$ cat config.mk
export PLATFORM = sky130hd
export DESIGN_NAME = shared_buffer_mq_flat
export DESIGN_NICKNAME = d
export VERILOG_FILES = /design/src/rtl/shared_buffer_mq_pkg.sv /design/src/rtl/shared_buffer_mq_if.sv /design/src/rtl/shared_buffer_mq_free_list.sv /design/src/rtl/shared_buffer_mq.sv /design/src/flat_wrapper.sv
export SDC_FILE = /design/constraint.sdc
export NUM_CORES = 2
export LEC_CHECK = 0
export ABC_AREA = 1
export CORE_MARGIN = 2
export CORE_UTILIZATION = 50
export CTS_BUF_LIST = sky130_fd_sc_hd__clkbuf_4 sky130_fd_sc_hd__clkbuf_8 sky130_fd_sc_hd__clkbuf_16
export DETAILED_ROUTE_END_ITERATION = 6
export PLACE_DENSITY = 0.66
export RECOVER_POWER = 25
export SYNTH_ARGS = -nofsm -noshare
export SYNTH_HDL_FRONTEND = slang
export SYNTH_SLANG_ARGS = --single-unit
$ cat constraint.sdc
create_clock -name clk -period 9.9 [get_ports clk]
set_input_delay 1.98 -clock clk [delete_from_list [all_inputs] [get_ports clk]]
set_output_delay 1.98 -clock clk [all_outputs]
set_load 0.005 [all_outputs]
$ cat src/rtl/shared_buffer_mq_pkg.sv
// Shared constants and index-width helper for the multi-queue shared cell buffer.
package shared_buffer_mq_pkg;

    localparam int DEF_DATA_W = 72;
    localparam int DEF_DEPTH  = 16;
    localparam int DEF_NPORT  = 4;

    function automatic int idx_w(input int n);
        return (n > 1) ? $clog2(n) : 1;
    endfunction

endpackage

$ cat src/rtl/shared_buffer_mq_if.sv
// Ingress-write / egress-read bus of the shared cell buffer, plus status outputs.
interface shared_buffer_mq_if
    import shared_buffer_mq_pkg::*;
#(
    parameter int DATA_W = DEF_DATA_W,
    parameter int DEPTH  = DEF_DEPTH,
    parameter int NPORT  = DEF_NPORT
);
    localparam int ADDR_W = idx_w(DEPTH);
    localparam int PORT_W = idx_w(NPORT);

    logic              wr_req;
    logic [PORT_W-1:0] ip;
    logic [DATA_W-1:0] idata;
    logic              rd_req;
    logic [PORT_W-1:0] rd_port;
    logic [PORT_W-1:0] op;
    logic [DATA_W-1:0] odata;
    logic              ovalid;
    logic              wr_drop;
    logic              rd_err;
    logic [NPORT-1:0]  q_empty;
    logic [ADDR_W:0]   free_cnt;

    modport slave (
        input  wr_req, ip, idata, rd_req, rd_port,
        output op, odata, ovalid, wr_drop, rd_err, q_empty, free_cnt
    );

    modport master (
        output wr_req, ip, idata, rd_req, rd_port,
        input  op, odata, ovalid, wr_drop, rd_err, q_empty, free_cnt
    );

endinterface

$ cat src/rtl/shared_buffer_mq_free_list.sv
// Ring FIFO of free cell addresses; starts full with 0..DEPTH-1, one pop and one push per clk.
module shared_buffer_mq_free_list
    import shared_buffer_mq_pkg::*;
#(
    parameter int DEPTH = DEF_DEPTH,
    localparam int ADDR_W = idx_w(DEPTH)
) (
    input  logic              clk,
    input  logic              rst,
    input  logic              pop_i,
    input  logic              push_i,
    input  logic [ADDR_W-1:0] push_addr_i,
    output logic [ADDR_W-1:0] pop_addr_o,
    output logic [ADDR_W:0]   cnt_o
);

    logic [ADDR_W-1:0] ring_q [DEPTH];
    logic [ADDR_W-1:0] head_q, tail_q;
    logic [ADDR_W:0]   cnt_q, cnt_d;

    // Cells are conserved, so a push never lands on a full ring and pop never hits an empty one.
    assign cnt_d      = cnt_q + (ADDR_W+1)'(push_i) - (ADDR_W+1)'(pop_i);
    assign pop_addr_o = ring_q[head_q];
    assign cnt_o      = cnt_q;

    always_ff @(posedge clk or posedge rst) begin
        if (rst) begin
            for (int i = 0; i < DEPTH; i++) ring_q[i] <= ADDR_W'(i);
            head_q <= '0;
            tail_q <= '0;
            cnt_q  <= (ADDR_W+1)'(DEPTH);
        end else begin
            if (push_i) begin
                ring_q[tail_q] <= push_addr_i;
                tail_q         <= tail_q + 1'b1;
            end
            if (pop_i) head_q <= head_q + 1'b1;
            cnt_q <= cnt_d;
        end
    end

endmodule

$ cat src/rtl/shared_buffer_mq.sv
// Shared-memory cell buffer: one data RAM pooled by NPORT linked-list queues and a free list.
module shared_buffer_mq
    import shared_buffer_mq_pkg::*;
#(
    parameter int DATA_W = DEF_DATA_W,
    parameter int DEPTH  = DEF_DEPTH,
    parameter int NPORT  = DEF_NPORT
) (
    input  logic               clk,
    input  logic               rst,
    shared_buffer_mq_if.slave  bus
);

    localparam int ADDR_W = idx_w(DEPTH);
    localparam int PORT_W = idx_w(NPORT);
    localparam int CNT_W  = ADDR_W + 1;

    logic [DATA_W-1:0] data_ram [DEPTH];
    logic [ADDR_W-1:0] next_ram [DEPTH];

    logic [ADDR_W-1:0] head_q [NPORT], head_d [NPORT];
    logic [ADDR_W-1:0] tail_q [NPORT], tail_d [NPORT];
    logic [CNT_W-1:0]  cnt_q  [NPORT], cnt_d  [NPORT];

    logic [PORT_W-1:0] op_q;
    logic [DATA_W-1:0] odata_q;
    logic              ovalid_q, wr_drop_q, rd_err_q;

    logic [ADDR_W-1:0] alloc_addr, rd_head, wr_tail;
    logic [CNT_W-1:0]  free_cnt;
    logic              wr_port_ok, rd_port_ok, wr_ok, rd_ok, wr_was_empty;
    logic [NPORT-1:0]  wr_sel, rd_sel, q_empty;

    assign wr_port_ok   = {1'b0, bus.ip} < (PORT_W+1)'(NPORT);
    assign rd_port_ok   = {1'b0, bus.rd_port} < (PORT_W+1)'(NPORT);
    assign wr_ok        = bus.wr_req && wr_port_ok && (free_cnt != '0);
    assign rd_ok        = bus.rd_req && rd_port_ok && (cnt_q[bus.rd_port] != '0);
    assign rd_head      = head_q[bus.rd_port];
    assign wr_tail      = tail_q[bus.ip];
    assign wr_was_empty = (cnt_q[bus.ip] == '0);

    shared_buffer_mq_free_list #(.DEPTH(DEPTH)) u_free_list (
        .clk         (clk),
        .rst         (rst),
        .pop_i       (wr_ok),
        .push_i      (rd_ok),
        .push_addr_i (rd_head),
        .pop_addr_o  (alloc_addr),
        .cnt_o       (free_cnt)
    );

    always_comb begin
        wr_sel  = '0;
        rd_sel  = '0;
        q_empty = '0;
        for (int p = 0; p < NPORT; p++) begin
            wr_sel[p]  = wr_ok && (bus.ip == PORT_W'(p));
            rd_sel[p]  = rd_ok && (bus.rd_port == PORT_W'(p));
            q_empty[p] = (cnt_q[p] == '0);
            head_d[p]  = head_q[p];
            tail_d[p]  = tail_q[p];
            if (wr_sel[p]) begin
                tail_d[p] = alloc_addr;
                if (cnt_q[p] == '0) head_d[p] = alloc_addr;
            end
            // A single-cell queue popped while appended: next[H] is being written this clk.
            if (rd_sel[p])
                head_d[p] = (wr_sel[p] && cnt_q[p] == CNT_W'(1)) ? alloc_addr : next_ram[head_q[p]];
            cnt_d[p] = cnt_q[p] + CNT_W'(wr_sel[p]) - CNT_W'(rd_sel[p]);
        end
    end

    always_ff @(posedge clk or posedge rst) begin
        if (rst) begin
            for (int p = 0; p < NPORT; p++) begin
                head_q[p] <= '0;
                tail_q[p] <= '0;
                cnt_q[p]  <= '0;
            end
            op_q      <= '0;
            odata_q   <= '0;
            ovalid_q  <= 1'b0;
            wr_drop_q <= 1'b0;
            rd_err_q  <= 1'b0;
        end else begin
            for (int p = 0; p < NPORT; p++) begin
                head_q[p] <= head_d[p];
                tail_q[p] <= tail_d[p];
                cnt_q[p]  <= cnt_d[p];
            end
            if (rd_ok) begin
                op_q    <= bus.rd_port;
                odata_q <= data_ram[rd_head];
            end
            ovalid_q  <= rd_ok;
            wr_drop_q <= bus.wr_req && !wr_ok;
            rd_err_q  <= bus.rd_req && !rd_ok;
        end
    end

    always_ff @(posedge clk) begin
        if (wr_ok) begin
            data_ram[alloc_addr] <= bus.idata;
            if (!wr_was_empty) next_ram[wr_tail] <= alloc_addr;
        end
    end

    assign bus.op       = op_q;
    assign bus.odata    = odata_q;
    assign bus.ovalid   = ovalid_q;
    assign bus.wr_drop  = wr_drop_q;
    assign bus.rd_err   = rd_err_q;
    assign bus.q_empty  = q_empty;
    assign bus.free_cnt = free_cnt;

endmodule

$ cat src/flat_wrapper.sv
// flat-port wrapper written by rule: the top's interface ports become plain ports
module shared_buffer_mq_flat import shared_buffer_mq_pkg::*;
#(
    parameter int DATA_W = DEF_DATA_W,
    parameter int DEPTH  = DEF_DEPTH,
    parameter int NPORT  = DEF_NPORT
)
  (clk, rst, bus_wr_req, bus_ip, bus_idata, bus_rd_req, bus_rd_port, bus_op, bus_odata, bus_ovalid, bus_wr_drop, bus_rd_err, bus_q_empty, bus_free_cnt);
  shared_buffer_mq_if #(.DATA_W(DATA_W), .DEPTH(DEPTH), .NPORT(NPORT)) bus_i ();
  input  logic clk;
  input  logic rst;
  input wire logic [$bits(bus_i.wr_req)-1:0] bus_wr_req;
  input wire logic [$bits(bus_i.ip)-1:0] bus_ip;
  input wire logic [$bits(bus_i.idata)-1:0] bus_idata;
  input wire logic [$bits(bus_i.rd_req)-1:0] bus_rd_req;
  input wire logic [$bits(bus_i.rd_port)-1:0] bus_rd_port;
  output wire logic [$bits(bus_i.op)-1:0] bus_op;
  output wire logic [$bits(bus_i.odata)-1:0] bus_odata;
  output wire logic [$bits(bus_i.ovalid)-1:0] bus_ovalid;
  output wire logic [$bits(bus_i.wr_drop)-1:0] bus_wr_drop;
  output wire logic [$bits(bus_i.rd_err)-1:0] bus_rd_err;
  output wire logic [$bits(bus_i.q_empty)-1:0] bus_q_empty;
  output wire logic [$bits(bus_i.free_cnt)-1:0] bus_free_cnt;
  assign bus_i.wr_req = bus_wr_req;
  assign bus_i.ip = bus_ip;
  assign bus_i.idata = bus_idata;
  assign bus_i.rd_req = bus_rd_req;
  assign bus_i.rd_port = bus_rd_port;
  assign bus_op = bus_i.op;
  assign bus_odata = bus_i.odata;
  assign bus_ovalid = bus_i.ovalid;
  assign bus_wr_drop = bus_i.wr_drop;
  assign bus_rd_err = bus_i.rd_err;
  assign bus_q_empty = bus_i.q_empty;
  assign bus_free_cnt = bus_i.free_cnt;
  shared_buffer_mq #(.DATA_W(DATA_W), .DEPTH(DEPTH), .NPORT(NPORT)) u_core (.clk(clk), .rst(rst), .bus(bus_i));
endmodule
# Word level (Yosys, flattened, before mapping)

Memories as Yosys holds them, arrays and structs flattened. A register that Yosys moved wholly into a read port is not among the register bits.
Cells that the tools add are included.
Widths: inputs -> output; s select.

Register bits after elaboration: 134
Latch bits: 0
RAM bits: 1,216
Memory bits (read-only): 0
Bits of input ports: 80
Output and inout bits: 86
Logic and storage cells: 147
Memories: 2

Add/subtract/negate cells: 12
$mul: 0
Divide/modulo/power cells: 0
Magnitude comparators: 5
Equal/unequal tests: 10
Shift operators: 0
Mux-type cells: 39
Bitwise gates (word level): 4
Reductions and logical operators: 40

Memories:

| memory          | words | bits a word | rd ports | clocked after Yosys merged registers in | write ports | RTL line               | text |
|---|---|---|---|---|---|---|---|
| u_core.data_ram | 16    | 72          | 1        | 1                                       | 1           | shared_buffer_mq.sv:18 | `logic [DATA_W-1:0] data_ram [DEPTH];` |
| u_core.next_ram | 16    | 4           | 4        | 0                                       | 1           | shared_buffer_mq.sv:19 | `logic [ADDR_W-1:0] next_ram [DEPTH];` |

Operators with widths:

| cell                | count |
|---|---|
| $mux 4              | 23 |
| $bwmux 64           | 1 |
| $add 5x1->5         | 5 |
| $logic_not 5->1     | 5 |
| $sub 5x1->5         | 5 |
| $bmux 5 s2          | 2 |
| $eq 5x1->1 const B  | 4 |
| $mux 5              | 4 |
| $logic_and 1x1->1   | 17 |
| $bmux 4 s2          | 2 |
| $bmux 4 s4          | 1 |
| $demux 4 s4         | 1 |
| $reduce_bool 2->1   | 8 |
| $ge 5x5->1 const B  | 2 |
| $not 4->5           | 2 |
| $reduce_bool 5->1   | 2 |
| $add 4x1->4 const B | 2 |
| $eq 2x2->1 const B  | 4 |
| $reduce_and 2->1    | 4 |
| $ge 3x3->1 const B  | 2 |
| $not 2->3           | 2 |
| $lt 5x1->1 const B  | 1 |
| $mux 1              | 5 |
| $eq 2x1->1 const B  | 2 |
| other kinds (2)     | 4 |

# Longest topological paths before layout

Depth after elaboration: 9
Depth in mapped cells: 19
Depth with buffers taken out: 17

# Hierarchy

From an unflattened synthesis, not the netlist that was laid out.

Cell total of the unflattened synthesis: 6,176
Area total of the unflattened synthesis: 63,940.1 µm²

Modules (own cells, without submodules):

| module                     | times used | cells an instance | area each (µm²) | seq. area each (µm²) |
|---|---|---|---|---|
| shared_buffer_mq           | 1          | 5,692             | 60,108.9        | 39,743.1 |
| shared_buffer_mq_free_list | 1          | 484               | 3,831.2         | 1,968.1 |

# Worst setup path before layout

OpenSTA, ideal clock, no wires.

Kind: input-to-reg
Start point: input port bus_wr_req
End point: memory u_core.data_ram[12][0] in the netlist's numbering (enable)
Setup time: 0.590 ns
Arrival time: 7.547 ns
Data required time: 9.310 ns
Path slack: 1.763 ns
Stages on the path: 5
Buffers on the path: 1
Path through: nand2_1 inv_1 clkbuf_1 nand3_1 nor3_1

Cells in the longest elaborated chain, start to end: 3

RTL lines:

| element                      | RTL line                         | text |
|---|---|---|
| start, declared              | flat_wrapper.sv:12               | `input wire logic [$bits(bus_i.wr_req)-1:0] bus_wr_req;` |
| $logic_and 1x1->1            | shared_buffer_mq.sv:36           | `assign wr_ok = bus.wr_req && wr_port_ok && (free_cnt != '0);` |
| net u_core.u_free_list.pop_i | shared_buffer_mq_free_list.sv:10 | `input logic pop_i,` |
| $mux 1                       | shared_buffer_mq.sv:102          | `if (wr_ok) begin` |
| $mux 1 (implied by the code) | shared_buffer_mq.sv:103          | `data_ram[alloc_addr] <= bus.idata;` |
| end, declared                | shared_buffer_mq.sv:18           |  |

The timed path passes the listed nets, and every way through them passes these cells.

==> impl_metrics.ini <==
[global_route]
antenna_found_initial = 25
grt_pass1_vias = 43323
grt_overflow_total = 0
grt_start_max_net_pins = 194
track_usage_pct = 26.5
grt_pass1_wl_um = 264000

[sta]
finalSetupTns_ps = 0
finalClockSkew_ps = 18.5
slew_violations = 82
fin_crit_sh_pct = 61.5
setup_viol_count_final = 0
min_period_ps = 6090
holdWs_ps = 478
max_freq_mhz = 164
setup_ws_ps = 3810
worst_pin_slew_ps = 4600
relSlewSlack_pct = -208
hold_viol = 0
rsz0062_at_grt = no

[yosys]
synth-seq-cells = 1422
synth-seq-area-share_pct = 64.8
syn_area_um2 = 64300
yosysWarnings = 0
synth_nets = 6218
synth_cell_types = 35
syn-instance-count = 6098
synth.avg_cell_area_um2 = 10.6

[power_and_ir_drop]
combPwrFrac_pct = 33.6
power.leakage_nw = 28.6
p_switching_mw = 8.02
pwr-share-seq_pct = 40.5
p_per_area_nw_per_um2 = 300
power.share.clock_pct = 25.9
p_sw_share_pct = 37.1
p_int_mw = 13.6
peakVddDrop_mv = 0.239

[clock_network]
clockRootBuffer = clkbuf_16
cts_resized = 0
clock_path_buffers = 3
ctsHoldBuffers = 0
cts_tree = done
clk_pin_slew_ps = 60
htreeDepth = 4
cts_sinks = 1422
insertion_delay_ps = 780
cts_buffers = 152
cts_setup_buffers = 0

[placement]
placed_cells = 7614
io_buffers = 165
dp_hpwl_um = 88000
globalplace.congestion = 0.892
place_ws_ps = 3880

[final_layout]
fin_cells = 7908
fin_nets = 6226
final_cell_mix = 1226 x nand2_1, 1216 x edfxtp_1, 1206 x nand3_1
multi_input_comb_area_um2 = 18000
fin_util_pct = 56.5
fillers = 10643
seqCellArea_um2 = 41700
syn_to_final_growth_pct = 12.0
layout_commonest_cell = nand2_1
drive_gt1_share_pct = 6.88

[floorplan]
die_h_um = 363
start_util_pct = 50.4
io_pins = 166
rows = 131
coreArea_um2 = 128000
dieArea_um2 = 132000
die_x_um = 363

[worst_setup_path]
crit_type = input port to async pin
critPathRequiredTime_ps = 10670
worstSetupStartpointType = input port
critPathArrivalTime_ps = 6860
end_kind = async pin
cp_max_fo = 81
reg2reg_slack_ps = 4590

[routing]
drt-vias-per-instance = 5.70
drc = 15
postRouteWirelength_um = 176000
drt_iter0_drc = 5011
ant_nets = 0
wl_per_cell_um = 22.2
firstDrtPassIters = 7
vias = 45039

[status]
violations = design-rule violations, max-capacitance violations, max-slew violations
status = finished, violations left

[min_path]
min-delay-path-class = flip-flop to flip-flop

[flow_run]
maxCapViolCount = 1
[path summary, 6_finish.rpt]
check | start | cells after the start | endpoint
worst min-delay path | u_core.u_free_list.ring_q[1]$_DFFE_PP1P_ | 2 | u_core.u_free_list.ring_q[1]$_DFFE_PP1P_
worst max-delay path | rst | 4 | u_core.bus.odata[8]$_DFFE_PP0P_
worst min register to register | u_core.u_free_list.ring_q[1]$_DFFE_PP1P_ | 2 | u_core.u_free_list.ring_q[1]$_DFFE_PP1P_
min in group asynchronous | rst | 2 | u_core.bus.odata[29]$_DFFE_PP0P_
max in group clk | bus_rd_port[1] | 14 | u_core.bus.odata[30]$_DFFE_PP0P_
worst max register to register | u_core.u_free_list.head_q[0]$_DFFE_PP0P_ | 10 | u_core.data_ram[0][71]$_DFFE_PP_
[synthesized netlist by cell type, drive strengths merged]
master	instances	area (µm²)
nor3	28	140
nand4	8	50.1
edfxtp	1216	36500
o211ai	90	676
fa	5	100
nand2	1240	4700
o22ai	5	31.3
clkbuf	127	478
buf	257	1330
dfstp	33	867
o21a	3	22.5
xor2	24	210
mux2	1	11.3
clkinv	1	3.75
dfrtp	173	4330
nor2	107	432
nand3b	504	3780
a21oi	60	300
a22o	1	8.76
nand3	1206	6040
inv	799	3000
xnor2	2	17.5
ha	35	438
o21ai	173	870
[final cells by class]
class	instances	share of cell area, %
clock buffers	232	6.29
well taps	1662	2.89
multi-input cells	3492	25.0
repair buffers	238	3.17
clock inverters	53	0.595
flip-flops and latches	1422	57.9
diodes	9	0.0312
inverters	800	4.19
[per-layer routing]
| layer | GRT usage, % | wire [µm] | up-vias |
|---|---|---|---|
| li1 | - | - | 20795 |
| met2 | 43.6 | 83700 | 1976 |
| met5 | 0 | 195 | - |
| met1 | 35.6 | 72300 | 21883 |
| met3 | 4.22 | 14300 | 369 |
| met4 | 9.46 | 5220 | 16 |
[sequential cells by signal (all words and copies together) (netlist names), 5 cells and up]
name	cells
u_core.data_ram	1152
u_core.tail_q	16
u_core.u_free_list.cnt_o	5
u_core.cnt_q	20
u_core.next_ram	64
u_core.head_q	16
u_core.u_free_list.ring_q	64
u_core.bus.odata	72
[critical path: stages]
cell and delay [ps]:
dlygate4sd3_1 550, clkinvlp_2 2550, buf_4 810, buf_4 810
[logic make-up (layout without fill, tap and decap cells)]
kind of cell | after synthesis | count (layout) | share of synthesized area, %
AOI/OAI and AO/OA | 332 | 332 | 2.97
xor gates and xnor gates | 26 | 26 | 0.354
adders and majority gates | 40 | 40 | 0.836
buffers and inverters | 1184 | 1323 | 7.47
DFF | 1422 | 1422 | 64.8
muxes | 1 | 1 | 0.0175
other | 0 | 9 | 0
and+or+nand+nor | 3093 | 3093 | 23.5
[power by group through the flow]
stage | clock, mW | combinational [mW] | sequential, mW
final | 5.60 | 7.26 | 8.75
after global routing | 5.90 | 7.97 | 8.85
after CTS | 5.67 | 7.23 | 8.74
after detailed placement | 0 | 7.20 | 8.85
after global placement | 0 | 7.09 | 8.83
after floorplan | 0 | 4.73 | 8.70
[metrics by stage]
step	power, mW	instance area (µm²)
global route	22.7	72100
detailed placement	16.1	67100
finish	21.6	72100
floorplan	13.4	64300
global placement	15.9	67100
CTS	21.6	72100
Note: power is estimated with default switching activity, not from simulation.
